`src/rtl/rank_scanner.sv`:
```
// rank_scanner: walks the external 8:1 mux across the eight squares of one
// chess-board rank, assembles an occupancy byte, flags squares that changed
// since the last published scan, and offers the result on valid/ready.
module rank_scanner #(
  parameter int SETTLE = 1  // cycles the select is held before each sample (1..15)
) (
  input  logic       clk,
  input  logic       reset,
  input  logic       start,
  input  logic       mux_out,
  output logic       sel0,
  output logic       sel1,
  output logic       sel2,
  output logic       busy,
  output logic [7:0] occ,
  output logic [7:0] changed,
  output logic       valid,
  input  logic       ready
);

  typedef enum logic [1:0] {
    S_IDLE,
    S_SETTLE,
    S_SAMPLE,
    S_HOLD
  } state_t;

  localparam logic [3:0] LAST_CNT = 4'(SETTLE - 1);

  state_t     state;
  state_t     state_nxt;
  logic [2:0] idx;
  logic [3:0] cnt;
  logic [7:0] shadow;
  logic [7:0] prev;
  logic [7:0] scan_word;

  // Full rank as it stands on the final sample edge: square 7 comes straight
  // from the mux, squares 0..6 from the shadow register.
  assign scan_word = {mux_out, shadow[6:0]};

  // State register; reset wins over everything, including a scan in flight.
  always_ff @(posedge clk) begin
    // NOTE: sequential state uses non-blocking assignments so every register
    // sees the pre-edge value of every other register.
    if (reset) state <= S_IDLE;
    else       state <= state_nxt;
  end

  // Next-state decode.
  always_comb begin
    // NOTE: default first so no path through the case leaves state_nxt
    // unassigned, which would infer a latch.
    state_nxt = state;
    case (state)
      S_IDLE:   if (start) state_nxt = S_SETTLE;
      S_SETTLE: if (cnt == LAST_CNT) state_nxt = S_SAMPLE;
      S_SAMPLE: state_nxt = (idx == 3'd7) ? S_HOLD : S_SETTLE;
      S_HOLD:   if (valid && ready) state_nxt = S_IDLE;
      default:  state_nxt = S_IDLE;
    endcase
  end

  // Datapath: square index, settle counter, shadow, published result.
  always_ff @(posedge clk) begin
    if (reset) begin
      // NOTE: shadow and prev are cleared too, so an aborted scan can never
      // leak stale squares and the next change mask is relative to zero.
      idx     <= 3'd0;
      cnt     <= 4'd0;
      shadow  <= 8'h00;
      prev    <= 8'h00;
      occ     <= 8'h00;
      changed <= 8'h00;
      valid   <= 1'b0;
    end else begin
      case (state)
        S_IDLE: begin
          if (start) begin
            idx <= 3'd0;
            cnt <= 4'd0;
          end
        end
        S_SETTLE: cnt <= cnt + 4'd1;
        S_SAMPLE: begin
          shadow[idx] <= mux_out;
          cnt         <= 4'd0;
          if (idx == 3'd7) begin
            occ     <= scan_word;
            changed <= scan_word ^ prev;
            prev    <= scan_word;
            valid   <= 1'b1;
            idx     <= 3'd0;
          end else begin
            idx <= idx + 3'd1;
          end
        end
        S_HOLD: if (valid && ready) valid <= 1'b0;
        default: ;
      endcase
    end
  end

  // Busy and mux select: the select only follows idx while a scan runs.
  assign busy           = (state == S_SETTLE) || (state == S_SAMPLE);
  assign {sel2, sel1, sel0} = busy ? idx : 3'd0;

endmodule

```
`config.mk`:
```
export PLATFORM = sky130hd
export DESIGN_NAME = rank_scanner
export DESIGN_NICKNAME = d
export VERILOG_FILES = /design/src/rtl/rank_scanner.sv
export SDC_FILE = /design/constraint.sdc
export NUM_CORES = 1
export LEC_CHECK = 0
export CORE_AREA = 2 2 69 55
export CTS_BUF_LIST = sky130_fd_sc_hd__clkbuf_4 sky130_fd_sc_hd__clkbuf_8
export DETAILED_ROUTE_END_ITERATION = 8
export DIE_AREA = 0 0 71 57
export PLACE_DENSITY = 0.73
export SYNTH_ARGS = -nofsm -noshare
export SYNTH_HDL_FRONTEND = slang
export SYNTH_SLANG_ARGS = --single-unit
```
`constraint.sdc`:
```
create_clock -name clk -period 2.15 [get_ports clk]
set_input_delay 0.43 -clock clk [delete_from_list [all_inputs] [get_ports clk]]
set_output_delay 0.43 -clock clk [all_outputs]
set_load 0.005 [all_outputs]
```
==> Word-level counts from Yosys, hierarchy flattened <==
Index checks and enable logic that the tools add are counted.
{ "op_classes": {"n_bitwise": 1, "n_reduce_logical": 13, "eq_ne": 8, "muxes": 17, "magnitude_cmp": 2, "add_sub_neg": 2} }
{ "ops": {"columns": ["cell", "count"], "rows": [
  ["$pmux W4 S3", 1],
  ["$mux W3", 3],
  ["$bwmux W8", 1],
  ["$mux W2", 4],
  ["$ne A2 B2 Y1 const B", 4],
  ["$pmux W2 S4", 1],
  ["$xor A8 B8 Y8", 1],
  ["$pmux W3 S2", 1],
  ["$reduce_and A2 Y1", 3],
  ["$reduce_and A3 Y1", 2],
  ["$add A4 B1 Y4 const B", 1],
  ["$eq A2 B2 Y1 const B", 2],
  ["$logic_not A4 Y1", 1],
  ["$lt A3 B4 Y1 const B", 1],
  ["$mux W4", 1],
  ["$reduce_bool A2 Y1", 2],
  ["$add A3 B1 Y3 const B", 1],
  ["$demux W1 S3", 1],
  ["$eq A3 B3 Y1 const B", 1],
  ["$ge A3 B1 Y1 const B", 1],
  ["$mux W1", 3],
  ["$reduce_bool A3 Y1", 1],
  ["$eq A2 B1 Y1 const B", 1],
  ["$logic_and A1 B1 Y1", 2],
  ["other kinds (3)", 3]
]} }
{ "word_totals": {"ff_bits": 34, "elab_cells": 50, "in_bits": 5, "out_inout_bits": 21} }

==> Logic depth before layout (Yosys ltp) <==
{ "depth": {"word_depth": 5, "ltp_mapped": 7, "depth_no_buf": 5} }

==> Worst setup path before layout <==
OpenSTA, ideal clock, no wires.
{ "synth_timing": {"kind": "reg-to-reg", "start": "reg state[0]", "end": "reg idx[0]", "setup_time_ns": 0.070, "required_ns": 2.080, "path_buffers": 1, "stages_incl_launch_ff": 7, "path_slack_ns": 0.630, "t_arrival_ns": 1.450, "period_less_slack_ns": 1.520, "cell_sequence": "dfxtp_1 -> inv_1 -> ha_1 -> buf_6 -> nor2b_4 -> or4b_1 -> a21oi_1"} }
{ "synth_via": {"elab_chain_cells": 3, "elab_cells_between_ends": 6, "classes_between": "2 x eq/ne; 1 x mux; 3 x reduce/logical"} }
{ "synth_lines": {"columns": ["element", "line_no", "rtl"], "rows": [
  ["start, declared", "30", "state_t state;"],
  ["start signal, assigned", "47", "else state <= state_nxt;"],
  ["$eq A2 B2 Y1 / $logic_not A2 Y1 (equally long branches)", "77", "case (state)"],
  ["$reduce_bool A2 Y1 (no line) / $ne A2 B2 Y1 (equally long branches)", null, null],
  ["$reduce_and A2 Y1 (no line)", null, null],
  ["end signal, assigned", "95", "idx <= idx + 3'd1;"],
  ["end, declared", "32", "logic [2:0] idx;"]
]} }
Several ways; a longest one is shown, not always the timed one.
A chain may end at the register's enable or synchronous reset.

==> Worst setup path in the final report <==
{ "layout_timing": {"start": "reg state[1]", "end": "out sel2"} }
{ "layout_via": {"elab_chain_cells": 3, "elab_cells_between_ends": 4, "classes_between": "2 x eq/ne; 1 x mux; 1 x reduce/logical"} }
{ "layout_lines": {"columns": ["element", "line_no", "rtl"], "rows": [
  ["$eq A2 B1 Y1 / $eq A2 B2 Y1 (equally long branches)", "105", "assign busy = (state == S_SETTLE) || (state == S_SAMPLE);"],
  ["$logic_or A1 B1 Y1 (*)", "105", null],
  ["$mux W3 (*)", "106", "assign {sel2, sel1, sel0} = busy ? idx : 3'd0;"],
  ["end, declared", "13", "output logic sel2,"]
]} }
Every way passes the cells marked *; elsewhere a longest branch is shown, timed or not.

==> flow_summary_export.csv <==
group,metric,value,unit
timing,worst_pin_slew,452,ps
detailed_routing,first_pass_iters,4,
detailed_routing,ant_nets,0,
synthesis,synth_enable_flop_cells,0,
floorplan,core_area,0.00345,sq mm
critical_path,crit_required,1720,ps
placement,place_hpwl,2.37,mm
critical_path,critical_path_class,"flop to output port",
timing,setup_viol,0,
job,maxCapViolCount,0,
floorplan,die_height,57,um
synthesis,netlist_area,0.00162,sq mm
worst_hold_path,holdPathEnd,"prev[1]$_SDFFE_PP0P_",
pwr,powerDensity,805,mW/mm^2
synthesis,netlist_instances,176,
pwr,power.static_leakage,0.702,nW
timing,slew_viol_final,0,
final_layout,nets,214,
synthesis,synth.area.top_cells,"dfxtp_1 41%, ha_1 7.0%, mux2i_1 6.2%",
run_status,outcome,"complete, no violations",
critical_path,rr_worst_depth,6,
timing,period_needed,2080,ps
placement,port_buffers,25,
worst_hold_path,whs_path_depth,2,
global_route,antenna_found_initial,0,
detailed_routing,via_per_inst,5.41,
clocking,insertion_delay,280,ps
timing,rsz0062_at_grt,"no",
synthesis,netlist-cell-type-count,37,
worst_hold_path,hp-start,"prev[1]$_SDFFE_PP0P_",
global_route,grt_max_degree,25,
timing,fmax,481,MHz
detailed_routing,routed_wl,3.25,mm
clocking,clkTransAtPathRegs,60,ps
global_route,grt_pass1_vias,1239,
synthesis,yosys.area.top_type,"dfxtp_1",
clocking,cts.sinks,33,
synthesis,ys_warn_count,0,
final_layout,syn_to_final_growth,23.0,%
critical_path,rrSetupSlack,360,ps
synthesis,avgSynthCellArea,9.19,sq um
final_layout,num_antenna_cells,0,
synthesis,ys_ff_latch,33,
timing,fin_crit_sh,96.8,%
floorplan,die_w,71,um
placement,pre_cts_ws,215,ps
critical_path,worstReg2RegEnd,"changed[0]$_SDFFE_PP0P_",
clocking,htree_levels,2,
detailed_routing,routedWlPerCell,13.4,um
floorplan,ios,26,
clocking,cts-root-buf,"clkbuf_8",
timing,finalHoldViolations,0,
detailed_routing,drc,0,
critical_path,crit_fanout,6,
floorplan,start_util,46.9,%
global_route,overflow,0,
synthesis,synth_commonest_cells,"33 x dfxtp_1, 24 x nand2_1, 17 x nor2_1, 14 x a21oi_1, 10 x mux2i_1",
pwr,peakVddDrop,0.374,mV
synthesis,syn_nets,190,
timing,slew_headroom,69.9,%
synthesis,synth_ff_type,"dfxtp_1",
synthesis,synth_top_area_share,40.8,%
detailed_routing,drtIter0Drc,47,
clocking,cts_inserted_buffers,5,
clocking,tritoncts,"done",
timing,skew,3.33,ps
synthesis,synthArstFlopShare,0,%
clocking,cts_buffer_depth,2,
worst_hold_path,min_path_type,"flop to flop",
critical_path,regToRegStartpoint,"state[0]$_SDFFE_PP0P_",
timing,whs,486,ps
timing,worst_slack,69.3,ps
synthesis,seq_area_frac_synth,40.8,%
critical_path,worstPathArrival,1650,ps
timing,totalNegativeSetupSlack,0,ps
critical_path,startpoint_type,"flop",
detailed_routing,vias,1310,
final_layout,drive_gt1_share,11.0,%
floorplan,dieArea,0.00405,sq mm
synthesis,post-synth-top-count-cell,"dfxtp_1",
placement,gp_congestion,0.722,
global_route,grt_pass1_wl,5.58,mm
global_route,track_usage,17.5,%
critical_path,cp-end-kind,"output port",
floorplan,core.rowCount,19,
[state kept, by name (all words and copies together) (netlist names)]
name     flops
valid        1
idx          3
shadow       7
prev         8
state        2
changed      8
cnt          4
[routing by layer]
metal,global-route usage [%],wire length [um]
met5,0,0
met4,7.82,57
met3,4.42,123
met2,29.0,1590
met1,21.7,1480
[power by group]
part           internal, mW  switching (mW)  total, mW
clock network         0.266           0.210      0.477
registers             0.646          0.0339      0.679
logic                 0.223           0.221      0.444
total                  1.14           0.465       1.60
[cell usage in the layout (no fill, tap or decap), types with 2 or more instances in the layout]
cell type / n
and2_1: 4
dfxtp_4: 2
mux2i_1: 10
ha_1: 8
dfxtp_1: 31
nor2_1: 17
and4bb_2: 2
clkbuf_8: 6
nand2b_1: 2
a211oi_1: 8
a21oi_1: 14
xnor2_1: 8
nand4b_1: 5
clkdlybuf4s50_1: 25
nand2_1: 24
nand3_1: 3
inv_1: 5
buf_4: 4
a32oi_1: 2
[worst max path at each step]
stage / from / slack [ps] / cells after the start / to
6_report: state[1]$_SDFFE_PP0P_ / 70 / 4 / sel2
5_1_grt: state[1]$_SDFFE_PP0P_ / 3 / 4 / sel2
4_1_cts: state[1]$_SDFFE_PP0P_ / 40 / 4 / sel2
3_5_place_dp: state[1]$_SDFFE_PP0P_ / 210 / 4 / sel2
3_3_place_gp: state[1]$_SDFFE_PP0P_ / 320 / 4 / sel0
2_1_floorplan: state[0]$_SDFFE_PP0P_ / 630 / 6 / idx[0]$_SDFFE_PP0P_
[cell families (layout without fill, tap and decap cells)]
logic type      after synthesis  count (layout)  share of synthesized area [%]
fa+ha+maj                     9               9                           6.96
buf+inv                      17              41                           5.57
flops                        33              33                           40.8
mux                          11              11                           6.88
simple gates                 67              67                           22.3
xor+xnor                      8               8                           4.33
compound gates               31              31                           13.1
[repair_timing]
action                     in CTS  in global routing
setup endpoints to repair       3                  2
cloned                          0                  0
pin swaps                       0                  1
gates resized for setup         3                  2
buffers inserted                0                  1
hold buffers                    0                  0
[stage by stage]
stage,util (%),std cells,instance area (sq um),total power [mW]
after floorplan,-,176,1620,0.995
after global placement,54.3,234,1870,1.05
after detailed placement,54.3,234,1870,1.08
after CTS,57.4,241,1980,1.58
after global routing,57.7,242,1990,1.69
final,57.7,242,1990,1.60
[critical path, stage by stage (launching register included)]
cell             delay, ps
dfxtp_4                370
inv_1                   80
ha_4                   290
and2_1                 130
clkdlybuf4s50_1        500
[final cells by class]
class / count / area, sq um
Fill cell: 280 / 1460
Sequential cell: 33 / 668
Multi-Input combinational cell: 126 / 880
Inverter: 5 / 18.8
Tap cell: 42 / 52.6
Clock buffer: 7 / 90.1
Timing Repair Buffer: 29 / 280
No activity file was read; power rests on OpenSTA's default activity.
